===== config.mk =====
export PLATFORM = sky130hd
export DESIGN_NAME = multimode_counter_core
export DESIGN_NICKNAME = d
export VERILOG_FILES = /design/src/rtl/multimode_counter_core.sv
export SDC_FILE = /design/constraint.sdc
export NUM_CORES = 1
export LEC_CHECK = 0
export BUFFER_PORTS_ARGS = -buffer_cell sky130_fd_sc_hd__buf_2
export CAP_MARGIN = 20
export CORE_UTILIZATION = 49
export CTS_CLUSTER_DIAMETER = 40
export DETAILED_ROUTE_END_ITERATION = 6
export GPL_TIMING_DRIVEN = 0
export MAX_ROUTING_LAYER = met4
export PLACE_DENSITY = 0.8
export SLEW_MARGIN = 5
export SYNTH_ARGS = -nofsm -noshare
export SYNTH_HDL_FRONTEND = slang
export SYNTH_SLANG_ARGS = --single-unit

===== constraint.sdc =====
create_clock -name clk -period 2.7 [get_ports clk]
set_input_delay 0.405 -clock clk [delete_from_list [all_inputs] [get_ports clk]]
set_output_delay 0.405 -clock clk [all_outputs]
set_load 0.02 [all_outputs]

===== src/rtl/multimode_counter_core.sv =====
// Purpose : WIDTH-bit up/down counter (step 1 or 2) that tallies all-ones (win) and
//           zero (lose) landings and pulses winner_flag/loser_flag when a tally hits TALLY_MAX.
// Latency : 1 cycle from init/control to count; no pipeline. Backpressure: none, every edge is consumed.
// Ports   : clk, rst (async active-high); init, init_value, control (00 +1, 01 +2, 10 -1, 11 -2);
//           count, winner_count, loser_count, winner_flag, loser_flag (all registered).
module multimode_counter_core #(
  parameter int WIDTH       = 4,
  parameter int TALLY_WIDTH = 4,
  parameter int TALLY_MAX   = 15
) (
  input  logic                   clk,
  input  logic                   rst,
  input  logic                   init,
  input  logic [WIDTH-1:0]       init_value,
  input  logic [1:0]             control,
  output logic [WIDTH-1:0]       count,
  output logic [TALLY_WIDTH-1:0] winner_count,
  output logic [TALLY_WIDTH-1:0] loser_count,
  output logic                   winner_flag,
  output logic                   loser_flag
);

  localparam logic [TALLY_WIDTH-1:0] TALLY_END = TALLY_WIDTH'(TALLY_MAX);
  localparam logic [WIDTH-1:0]       ALL_ONES  = '1;
  localparam logic [WIDTH-1:0]       ZERO      = '0;

  typedef enum logic [1:0] {
    S_IDLE = 2'd0,
    S_RUN  = 2'd1,
    S_END  = 2'd2
  } state_t;

  state_t                 state, state_nxt;
  logic [WIDTH-1:0]       count_nxt;
  logic [TALLY_WIDTH-1:0] winner_nxt, loser_nxt;
  logic                   winner_flag_nxt, loser_flag_nxt;

  logic [WIDTH-1:0]       step_val;
  logic [WIDTH-1:0]       stepped;
  logic [TALLY_WIDTH-1:0] winner_inc, loser_inc;

  // Step arithmetic wraps silently modulo 2^WIDTH.
  assign step_val   = control[0] ? WIDTH'(2) : WIDTH'(1);
  assign stepped    = control[1] ? (count - step_val) : (count + step_val);
  assign winner_inc = winner_count + 1'b1;
  assign loser_inc  = loser_count + 1'b1;

  always_comb begin
    state_nxt       = state;
    count_nxt       = count;
    winner_nxt      = winner_count;
    loser_nxt       = loser_count;
    winner_flag_nxt = 1'b0;
    loser_flag_nxt  = 1'b0;

    case (state)
      S_IDLE: begin
        if (init) begin
          count_nxt = init_value;
          state_nxt = S_RUN;
        end
      end

      S_RUN: begin
        if (init) begin
          // A freshly loaded value is never treated as an event.
          count_nxt = init_value;
        end else begin
          count_nxt = stepped;
          // WIDTH >= 2 means all-ones and zero are distinct, so at most one fires.
          if (stepped == ALL_ONES) begin
            winner_nxt = winner_inc;
            if (winner_inc == TALLY_END) begin
              winner_flag_nxt = 1'b1;
              state_nxt       = S_END;
            end
          end else if (stepped == ZERO) begin
            loser_nxt = loser_inc;
            if (loser_inc == TALLY_END) begin
              loser_flag_nxt = 1'b1;
              state_nxt      = S_END;
            end
          end
        end
      end

      S_END: begin
        // Single clean-up cycle; init is deliberately ignored here.
        count_nxt  = '0;
        winner_nxt = '0;
        loser_nxt  = '0;
        state_nxt  = S_IDLE;
      end

      default: begin
        state_nxt = S_IDLE;
      end
    endcase
  end

  always_ff @(posedge clk or posedge rst) begin
    if (rst) begin
      state        <= S_IDLE;
      count        <= '0;
      winner_count <= '0;
      loser_count  <= '0;
      winner_flag  <= 1'b0;
      loser_flag   <= 1'b0;
    end else begin
      state        <= state_nxt;
      count        <= count_nxt;
      winner_count <= winner_nxt;
      loser_count  <= loser_nxt;
      winner_flag  <= winner_flag_nxt;
      loser_flag   <= loser_flag_nxt;
    end
  end

endmodule


==> flow_summary_export.csv, run 1 <==
group,metric,value,unit
run_status,status,"complete, no violations",
grt,grt_max_degree,17,
synth,syn-num-nets,162,
synth,ys_warn_count,0,
power,ir_drop,0.558,mV
clock_tree,clock_latency,0.30,ns
synth,avgSynthCellArea,8.63,um^2
synth,ys_ff_latch,16,
finish,diodes,0,
placed_design,place_area,1350,um^2
power,cell_internal_pwr,0.791,mW
grt,grt_first_pass_wirelength,4350,um
synth,synth.distinct_cells,40,
sta,setup_violations,0,
synth,synth_area_leader_cell,"dfrtp_1",
finish,final_common_cell,"buf_2",
route,drtAntennaViolNets,0,
power,seqPwrFrac,28.2,%
clock_tree,numCtsBuffers,3,
power,power_leakage,0.669,nW
clock_tree,root_buffer,"clkbuf_4",
sta,finalHoldViolCount,0,
power,clockPowerShare,10.6,%
power,power,1.55,mW
placed_design,dp_hpwl,2000,um
synth,ys_seq_area_share,33.1,%
power,p_sw_share,49.1,%
route,drt_iter0_drc,46,
clock_tree,cts_buffer_depth,2,
grt,use_met3,3.51,%
synth,synth_area_leaders,"dfrtp_1 (33%), ha_1 (12%), nand2_1 (4.7%)",
setup_path,r2r_cells,9,
sta,finalMaxSlewViolations,0,
sta,rsz0062_at_grt,"no",
synth,syn-cell-area,1210,um^2
sta,holdWs,0.162,ns
hold_path,hold_path_class,"input port to async pin",
floorplan,die-area,2670,um^2
clock_tree,cts_hold_buf,0,
setup_path,cp.arrival,2.75,ns
route,drc,0,
setup_path,worstPathRequired,2.89,ns
route,vias,1135,
clock_tree,clkTransAtPathRegs,0.11,ns
power,power.switching,0.764,mW
finish,area_delta_synth_final,16.0,%
sta,relSlewSlack,58.4,%
floorplan,chipWidth,51.7,um
setup_path,worstSetupPathType,"flip-flop to flip-flop",
grt,top_usage_layer,"met2",
finish,design_area,1400,um^2
placed_design,routabilityCongestion,0.733,
sta,fmax,0.390,GHz
finish,final_nets,189,
finish,final_cell_mix,"buf_2 (21), dfrtp_1 (16), nand2_1 (15), ha_1 (12)",
synth,synth_top_area_share,33.1,%
grt,antenna_found_initial,0,
floorplan,core_area,2280,um^2
finish,layout-drive-gt1-share,19.3,%
sta,worstMarginPinSlew,0.623,ns
clock_tree,cts.htree.levels,1,
floorplan,initial_utilization,53.1,%
grt,grt_use_met1,27.6,%
job,maxCapViolCount,0,
setup_path,critPathLaunchType,"flip-flop",
sta,period_needed,2.57,ns
route,drt-pass1-iter-count,5,
setup_path,worstPathMaxFanout,8,
clock_tree,cts_tree,"done",
sta,period_share,95.0,%
floorplan,io_pins,23,
route,wl_per_cell,14.3,um
grt,grtUsageTotal,22.9,%
power,pwr_density_cell,1110,nW/um^2
route,routed_wl,2770,um
sta,skew,0.0116,ns
clock_tree,cts.sinks,16,
grt,grt-ovfl-total,0,
floorplan,die_height,51.7,um
sta,setup_tns,0,ns
grt,grtUsageMet2,38.7,%
floorplan,rows,17,
synth,syn_inst,140,
power,combPwrFrac,61.2,%
route,viasPerCell,5.85,
placed_design,io_buffers,21,
finish,post-route-util,61.6,%
grt,grt_pass1_vias,1011,
setup_path,end_kind,"flip-flop",
==> synthesized netlist by cell type (all sizes together) <==
library cell and number:
nor3b 3, o21ai 7, and4 1, or4 1, o311ai 4, nand2 15, or3 1, a21oi 10
nand4b 1, a211o 1, or4b 1, nor2b 6, a21o 2, mux2 1, a21bo 2, nand4 1
o32ai 1, nand3 5, a221o 1, ha 12, xnor2 2, fa 1, mux2i 2, buf 1
and3 1, nand3b 2, o31ai 1, nor4b 1, nor3 5, a22oi 2, clkbuf 4, a31oi 1
inv 9, nand2b 4, xor2 2, dfrtp 16, nor2 10
==> layer usage <==
metal / vias up / part of all wire [%] / wire length (um)
met2: 38 / 49 / 1340
met1: 527 / 44 / 1220
met4: 0 / 2.2 / 61
met5: - / 0 / 0
met3: 14 / 5.1 / 140
li1: 556 / - / -
==> final cells by class <==
type	count	area (um^2)
plain buffers	5	20.0
clock buffers	4	36.3
fillers	194	873
inverters	9	33.8
multi-input cells	110	764
flip-flops and latches	16	400
well taps	28	35.0
repair buffers	22	113
==> logic make-up (layout without fill, tap and decap cells) <==
group / Yosys count / after routing / share of synthesized area [%]
compound gates: 32 / 32 / 17.5
mux: 3 / 3 / 2.59
flops: 16 / 16 / 33.1
fa+ha+maj: 13 / 13 / 14.1
simple gates: 58 / 58 / 25.4
buf+inv: 14 / 40 / 4.45
xor+xnor: 4 / 4 / 2.90
==> power groups by stage <==
stage | logic [mW] | registers [mW] | clock network [mW]
final | 0.951 | 0.438 | 0.165
after global routing | 1.04 | 0.454 | 0.172
after floorplan | 0.579 | 0.514 | 0
after CTS | 0.898 | 0.436 | 0.166
after detailed placement | 0.891 | 0.441 | 0
after global placement | 0.855 | 0.432 | 0
==> worst max-delay path, stage by stage (launching register included) <==
cell and delay [ns]:
dfrtp_1 0.41, inv_1 0.08, ha_1 0.19, fa_2 0.46
nor2_1 0.20, nand2_1 0.07, or3_1 0.30, clkbuf_2 0.17
or4b_1 0.49, o311ai_1 0.09
==> timing repair <==
item	4_1_cts	5_1_grt
setup buffers	0	1
endpoints found under the setup margin	0	4
gates resized for setup	0	2
hold endpoints to repair	0	0
==> state kept, by name, summed over array words and instances, names as in the netlist <==
name / count
count: 4
loser_count: 4
winner_count: 4
state: 2
loser_flag: 1
winner_flag: 1
==> worst paths after layout <==
kind                                    start         endpoint  slack (ns)
worst min-delay path                      rst         count[1]        0.16
worst min register to register       count[2]         count[2]        0.56
min in group clk                init_value[2]         count[2]        0.52
worst max register to register       count[0]  winner_count[0]        0.13
worst max-delay path                 count[0]  winner_count[0]        0.13
max in group asynchronous                 rst  winner_count[0]        2.12
==> per-stage QoR <==
| stage | instances | setup WS (ns) |
|---|---|---|
| floorplan | 140 | 0.141 |
| global placement | 189 | -0.0371 |
| detailed placement | 189 | -0.0924 |
| CTS | 193 | 0.00717 |
| global route | 194 | 0.0434 |
| finish | 194 | 0.135 |
(Power assumes the default switching activity.)
==> run 2: changes to the inputs <==
--- a/config.mk
+++ b/config.mk
@@ -12,7 +12,8 @@
 export DETAILED_ROUTE_END_ITERATION = 6
 export GPL_TIMING_DRIVEN = 0
 export MAX_ROUTING_LAYER = met4
-export PLACE_DENSITY = 0.8
+export PLACE_DENSITY = 0.83
+export SKIP_CTS_REPAIR_TIMING = 1
 export SLEW_MARGIN = 5
 export SYNTH_ARGS = -nofsm -noshare
 export SYNTH_HDL_FRONTEND = slang
==> constraint.sdc (replaced) <==
create_clock -name clk -period 2.25 [get_ports clk]
set_input_delay 0.3375 -clock clk [delete_from_list [all_inputs] [get_ports clk]]
set_output_delay 0.3375 -clock clk [all_outputs]
set_load 0.005 [all_outputs]
==> run 2 against run 1 <==
  * The flow now finishes with violations (negative setup slack)
  * Global-route usage decreased by 0.75 points
  * Flip-flop and latch count unchanged
  * Via count is 6.4% higher
  * Critical path depth is the same
  * Clock power decreased by 8%
  * First-iteration DRC count is 22% higher
  * Clock-buffer cell count shrank 1
  * Non-clock buffer count increased by 3
  * Setup slack worse by 0.38 ns
  * Power rose by 34%
==> flow_summary_export.csv, run 2 (same netlist as run 1, synthesis figures left out) <==
group,metric,value,unit
finish,post-route-util,68.6,%
clock_tree,root_buffer,"clkbuf_4",
power,power,2.08,mW
floorplan,die-area,2670,um^2
route,drt-pass1-iter-count,4,
finish,final_common_cell,"buf_2",
floorplan,core_area,2280,um^2
finish,final_nets,192,
hold_path,hold_path_class,"input port to async pin",
job,maxCapViolCount,0,
placed_design,io_buffers,21,
sta,period_share,111,%
power,ir_drop,0.916,mV
grt,grt-ovfl-total,0,
sta,finalMaxSlewViolations,0,
power,power_leakage,0.726,nW
sta,holdWs,0.117,ns
floorplan,chipWidth,51.7,um
floorplan,initial_utilization,53.1,%
sta,relSlewSlack,57.4,%
finish,final_cell_mix,"buf_2 (21), dfrtp_1 (16), nand2_1 (14), ha_1 (10)",
finish,area_delta_synth_final,29.2,%
clock_tree,cts.sinks,16,
finish,multi_input_area,912,um^2
grt,grtUsageMet2,36.8,%
sta,skew,0.00141,ns
power,pwr_density_cell,1330,nW/um^2
run_status,status,"complete, but fails checks",
setup_path,cpPeakStageDelay,0.64,ns
clock_tree,cts_tree,"done",
route,drc,0,
setup_path,worstPathMaxFanout,3,
setup_path,critPathBufInv,1,
floorplan,io_pins,23,
setup_path,cp_top_family,"adder cells",
route,vias,1208,
sta,setup_tns,-0.975,ns
sta,worst_slack,-0.248,ns
route,drt_iter0_drc,56,
clock_tree,clkTransAtPathRegs,0.09,ns
finish,diodes,0,
finish,regArea,400,um^2
grt,grt_pass1_vias,985,
grt,grt_first_pass_wirelength,4200,um
clock_tree,numCtsBuffers,3,
clock_tree,clock_latency,0.29,ns
setup_path,cpMaxStageDelayCell,"fa_2",
grt,antenna_found_initial,0,
grt,top_usage_layer,"met2",
setup_path,cp.arrival,2.67,ns
placed_design,routabilityCongestion,0.795,
finish,top_regs,"count (4), loser_count (4), winner_count (4)",
floorplan,rows,17,
setup_path,critPathLaunchType,"flip-flop",
grt,grt_use_met1,26.0,%
grt,use_met3,5.26,%
grt,grtUsageTotal,22.1,%
route,drtAntennaViolNets,0,
sta,fmax,0.400,GHz
clock_tree,cts.htree.levels,1,
setup_path,cp_cell_sequence,"inv_2 > ha_4 > fa_2 > nand2_4 > nor3b_2 > a22oi_2 > mux2_4 > mux2i_1 > a221o_1",
placed_design,dp_hpwl,2030,um
route,wl_per_cell,17.3,um
setup_path,worstPathRequired,2.42,ns
finish,fill_cells,169,
sta,worstMarginPinSlew,0.638,ns
grt,grt_max_degree,17,
setup_path,worstSetupPathType,"flip-flop to flip-flop",
route,viasPerCell,6.16,
clock_tree,cts_buffer_depth,2,
sta,rsz0062_at_grt,"yes",
run_status,failed_checks,"negative setup slack",
finish,layout-drive-gt1-share,31.0,%
floorplan,die_height,51.7,um
route,routed_wl,3390,um
placed_design,dp_slack,-0.355,ns
sta,finalHoldViolCount,0,
sta,period_needed,2.50,ns
sta,setup_violations,7,
setup_path,end_kind,"flip-flop",
-- run 2: layout make-up --
class | count | area share (%)
multi-input combinational | 110 | 58.4
timing repair buffer | 26 | 9.13
sequential | 16 | 25.6
tap | 28 | 2.24
buffer | 4 | 0.962
clock buffer | 3 | 1.44
inverter | 9 | 2.16
-- run 2: final timing paths --
check	endpoint	cells after the start	from	slack, ns
max	state[0]	9	count[0]	-0.25
min	loser_count[1]	2	rst	0.12
max reg2reg	state[0]	9	count[0]	-0.25
min reg2reg	count[2]	2	count[2]	0.57
max in group asynchronous	winner_count[0]	2	rst	1.73
min in group clk	count[3]	4	init_value[3]	0.46
-- run 2: where the power goes --
| part | switching, mW | internal, mW | total, mW |
|---|---|---|---|
| combinational | 0.781 | 0.603 | 1.38 |
| clock | 0.0882 | 0.0623 | 0.151 |
| sequential | 0.151 | 0.390 | 0.541 |
-- run 2: per-stage QoR --
| step | instances | area [um^2] |
|---|---|---|
| finish | 196 | 1560 |
| detailed placement | 189 | 1360 |
| floorplan | 140 | 1220 |
| global placement | 189 | 1360 |
| CTS | 192 | 1380 |
| global route | 196 | 1560 |
-- run 2: per-layer routing --
metal | share of wire, % | vias up
met3 | 6.8 | 11
met1 | 42 | 577
met4 | 2.0 | 0
met5 | 0 | -
met2 | 49 | 67
li1 | - | 553
==> run 3: changes to the inputs <==
==> constraint.sdc (replaced) <==
create_clock -name clk -period 2.25 [get_ports clk]
set_input_delay 0.3375 -clock clk [delete_from_list [all_inputs] [get_ports clk]]
set_output_delay 0.3375 -clock clk [all_outputs]
set_load 0.02 [all_outputs]
==> run 3 against run 2 <==
  * Sequential share of layout area up 0.69 points
  * Worst hold slack worse by 0.015 ns
  * Clock-buffer cell count up 1
  * Highest routed layer unchanged
  * The flow still finishes with violations (negative setup slack)
  * Via count down 5.3%
  * Final cell count unchanged
  * Sequential power down 1%
  * Design area down 2.0%
  * Combinational power about the same
  * Die area unchanged
  * Flip-flop and latch count unchanged
  * Non-clock buffer count down 1
  * Clock skew up 0.0012 ns
  * Critical endpoint unchanged
==> flow_summary_export.csv, run 3 (same netlist as run 1, synthesis figures left out) <==
group,metric,value,unit
power,pwr_density_cell,1350,nW/um^2
setup_path,worstSetupPathType,"flip-flop to flip-flop",
clock_tree,cts.htree.levels,1,
power,p_sw_share,49.6,%
finish,fill_cells,177,
setup_path,critPathLaunchType,"flip-flop",
grt,grtUsageMet2,37.7,%
finish,final_common_cell,"buf_2",
power,ir_drop,0.887,mV
clock_tree,clkTransAtPathRegs,0.09,ns
setup_path,end_kind,"flip-flop",
grt,grt_first_pass_wirelength,4450,um
grt,top_usage_layer,"met2",
setup_path,critPathBufInv,1,
floorplan,initial_utilization,53.1,%
finish,post-route-util,67.2,%
clock_tree,numCtsBuffers,3,
finish,layout-drive-gt1-share,29.8,%
route,drc,0,
clock_tree,clock_latency,0.29,ns
route,vias,1144,
setup_path,cpPeakStageDelay,0.57,ns
power,power_leakage,0.698,nW
setup_path,cp.arrival,2.56,ns
sta,worstMarginPinSlew,0.622,ns
placed_design,routabilityCongestion,0.735,
sta,holdWs,0.103,ns
setup_path,cp-startpoint,"count[0]",
placed_design,io_buffers,21,
setup_path,worstPathMaxFanout,3,
sta,fmax,0.420,GHz
sta,finalHoldViolCount,0,
route,wl_per_cell,15.1,um
finish,top_regs,"count (4), loser_count (4), winner_count (4)",
floorplan,rows,17,
floorplan,die_height,51.7,um
placed_design,dp_slack,-0.370,ns
grt,grtUsageTotal,23.1,%
sta,worst_slack,-0.134,ns
clock_tree,cts_buffer_depth,2,
clock_tree,cts_tree,"done",
route,drt_iter0_drc,36,
route,routed_wl,2960,um
grt,grt_pass1_vias,1017,
route,drt-pass1-iter-count,4,
sta,finalMaxSlewViolations,0,
grt,grt_use_met1,27.9,%
floorplan,core_area,2280,um^2
sta,rsz0062_at_grt,"yes",
setup_path,cpMaxStageDelayCell,"fa_2",
sta,setup_violations,3,
finish,final_cell_mix,"buf_2 (21), nand2_1 (14), dfrtp_1 (14), ha_1 (10)",
finish,area_delta_synth_final,26.6,%
clock_tree,cts.sinks,16,
setup_path,worstPathRequired,2.42,ns
floorplan,io_pins,23,
sta,skew,0.00261,ns
power,combPwrFrac,64.9,%
power,clockPowerShare,9.3,%
placed_design,dp_hpwl,2070,um
run_status,status,"complete, but fails checks",
sta,setup_tns,-0.265,ns
run_status,failed_checks,"negative setup slack",
grt,grt-ovfl-total,0,
floorplan,chipWidth,51.7,um
finish,final_nets,191,
power,cell_internal_pwr,1.05,mW
route,drtAntennaViolNets,0,
setup_path,cp_top_family,"adder cells",
grt,use_met3,6.43,%
setup_path,cp_cell_sequence,"inv_2 > ha_4 > fa_2 > nand2_2 > nor3b_2 > a22oi_2 > mux2_4 > mux2i_1 > a221o_1",
power,power.switching,1.03,mW
hold_path,hold_path_class,"input port to async pin",
finish,diodes,0,
route,viasPerCell,5.84,
job,maxCapViolCount,0,
clock_tree,root_buffer,"clkbuf_4",
floorplan,die-area,2670,um^2
grt,antenna_found_initial,0,
sta,relSlewSlack,58.5,%
power,seqPwrFrac,25.8,%
grt,grt_max_degree,17,
sta,period_needed,2.38,ns
sta,period_share,106,%
setup_path,r2r_start,"count[0]",
-- run 3: changes by cell type in the layout (fill, tap and decap cells not counted), sizes merged --
cell | previous run | this run
clkbuf | 6 | 7
buf | 27 | 26
-- run 3: final cells by class --
type / instances / area [um^2] / area share, %
Multi-Input combinational cell: 110 / 872 / 57.0
Sequential cell: 16 / 403 / 26.3
Timing Repair Buffer: 25 / 135 / 8.83
Clock buffer: 4 / 36.3 / 2.37
Tap cell: 28 / 35.0 / 2.29
Inverter: 9 / 33.8 / 2.21
Buffer: 4 / 15.0 / 0.981
-- run 3: worst reg2reg max path, cell delays in order (launching register included) --
cell and delay [ns]:
dfrtp_2 0.39, inv_2 0.05, ha_4 0.15, fa_2 0.57, nand2_2 0.09, nor3b_2 0.21
a22oi_2 0.11, mux2_4 0.28, mux2i_1 0.13, a221o_1 0.28
-- run 3: power groups by stage --
| stage | Sequential, mW | Combinational, mW | Clock [mW] |
|---|---|---|---|
| global placement | 0.523 | 1.08 | 0 |
| finish | 0.535 | 1.35 | 0.192 |
| global route | 0.551 | 1.46 | 0.203 |
| floorplan | 0.623 | 0.744 | 0 |
| detailed placement | 0.533 | 1.13 | 0 |
| CTS | 0.528 | 1.14 | 0.197 |
-- run 3: worst paths after layout --
path / cells past startpoint / slack [ns] / endpoint
min reg2reg: 2 / 0.57 / count[0]
min in group clk: 4 / 0.47 / count[2]
max reg2reg: 9 / -0.13 / state[0]
max: 9 / -0.13 / state[0]
max in group asynchronous: 2 / 1.71 / count[0]
min: 2 / 0.10 / loser_count[3]
-- run 3: per-stage QoR --
stage | std cells | total power [mW] | instance area [um^2]
after global routing | 196 | 2.21 | 1530
after detailed placement | 189 | 1.67 | 1390
after floorplan | 140 | 1.37 | 1250
after CTS | 193 | 1.86 | 1420
final | 196 | 2.07 | 1530
after global placement | 189 | 1.60 | 1390
-- run 3: metal layers --
layer | wire length (um) | up-vias
met2 | 1500 | 33
met5 | 0 | -
li1 | - | 554
met4 | 20 | 0
met1 | 1300 | 555
met3 | 138 | 2
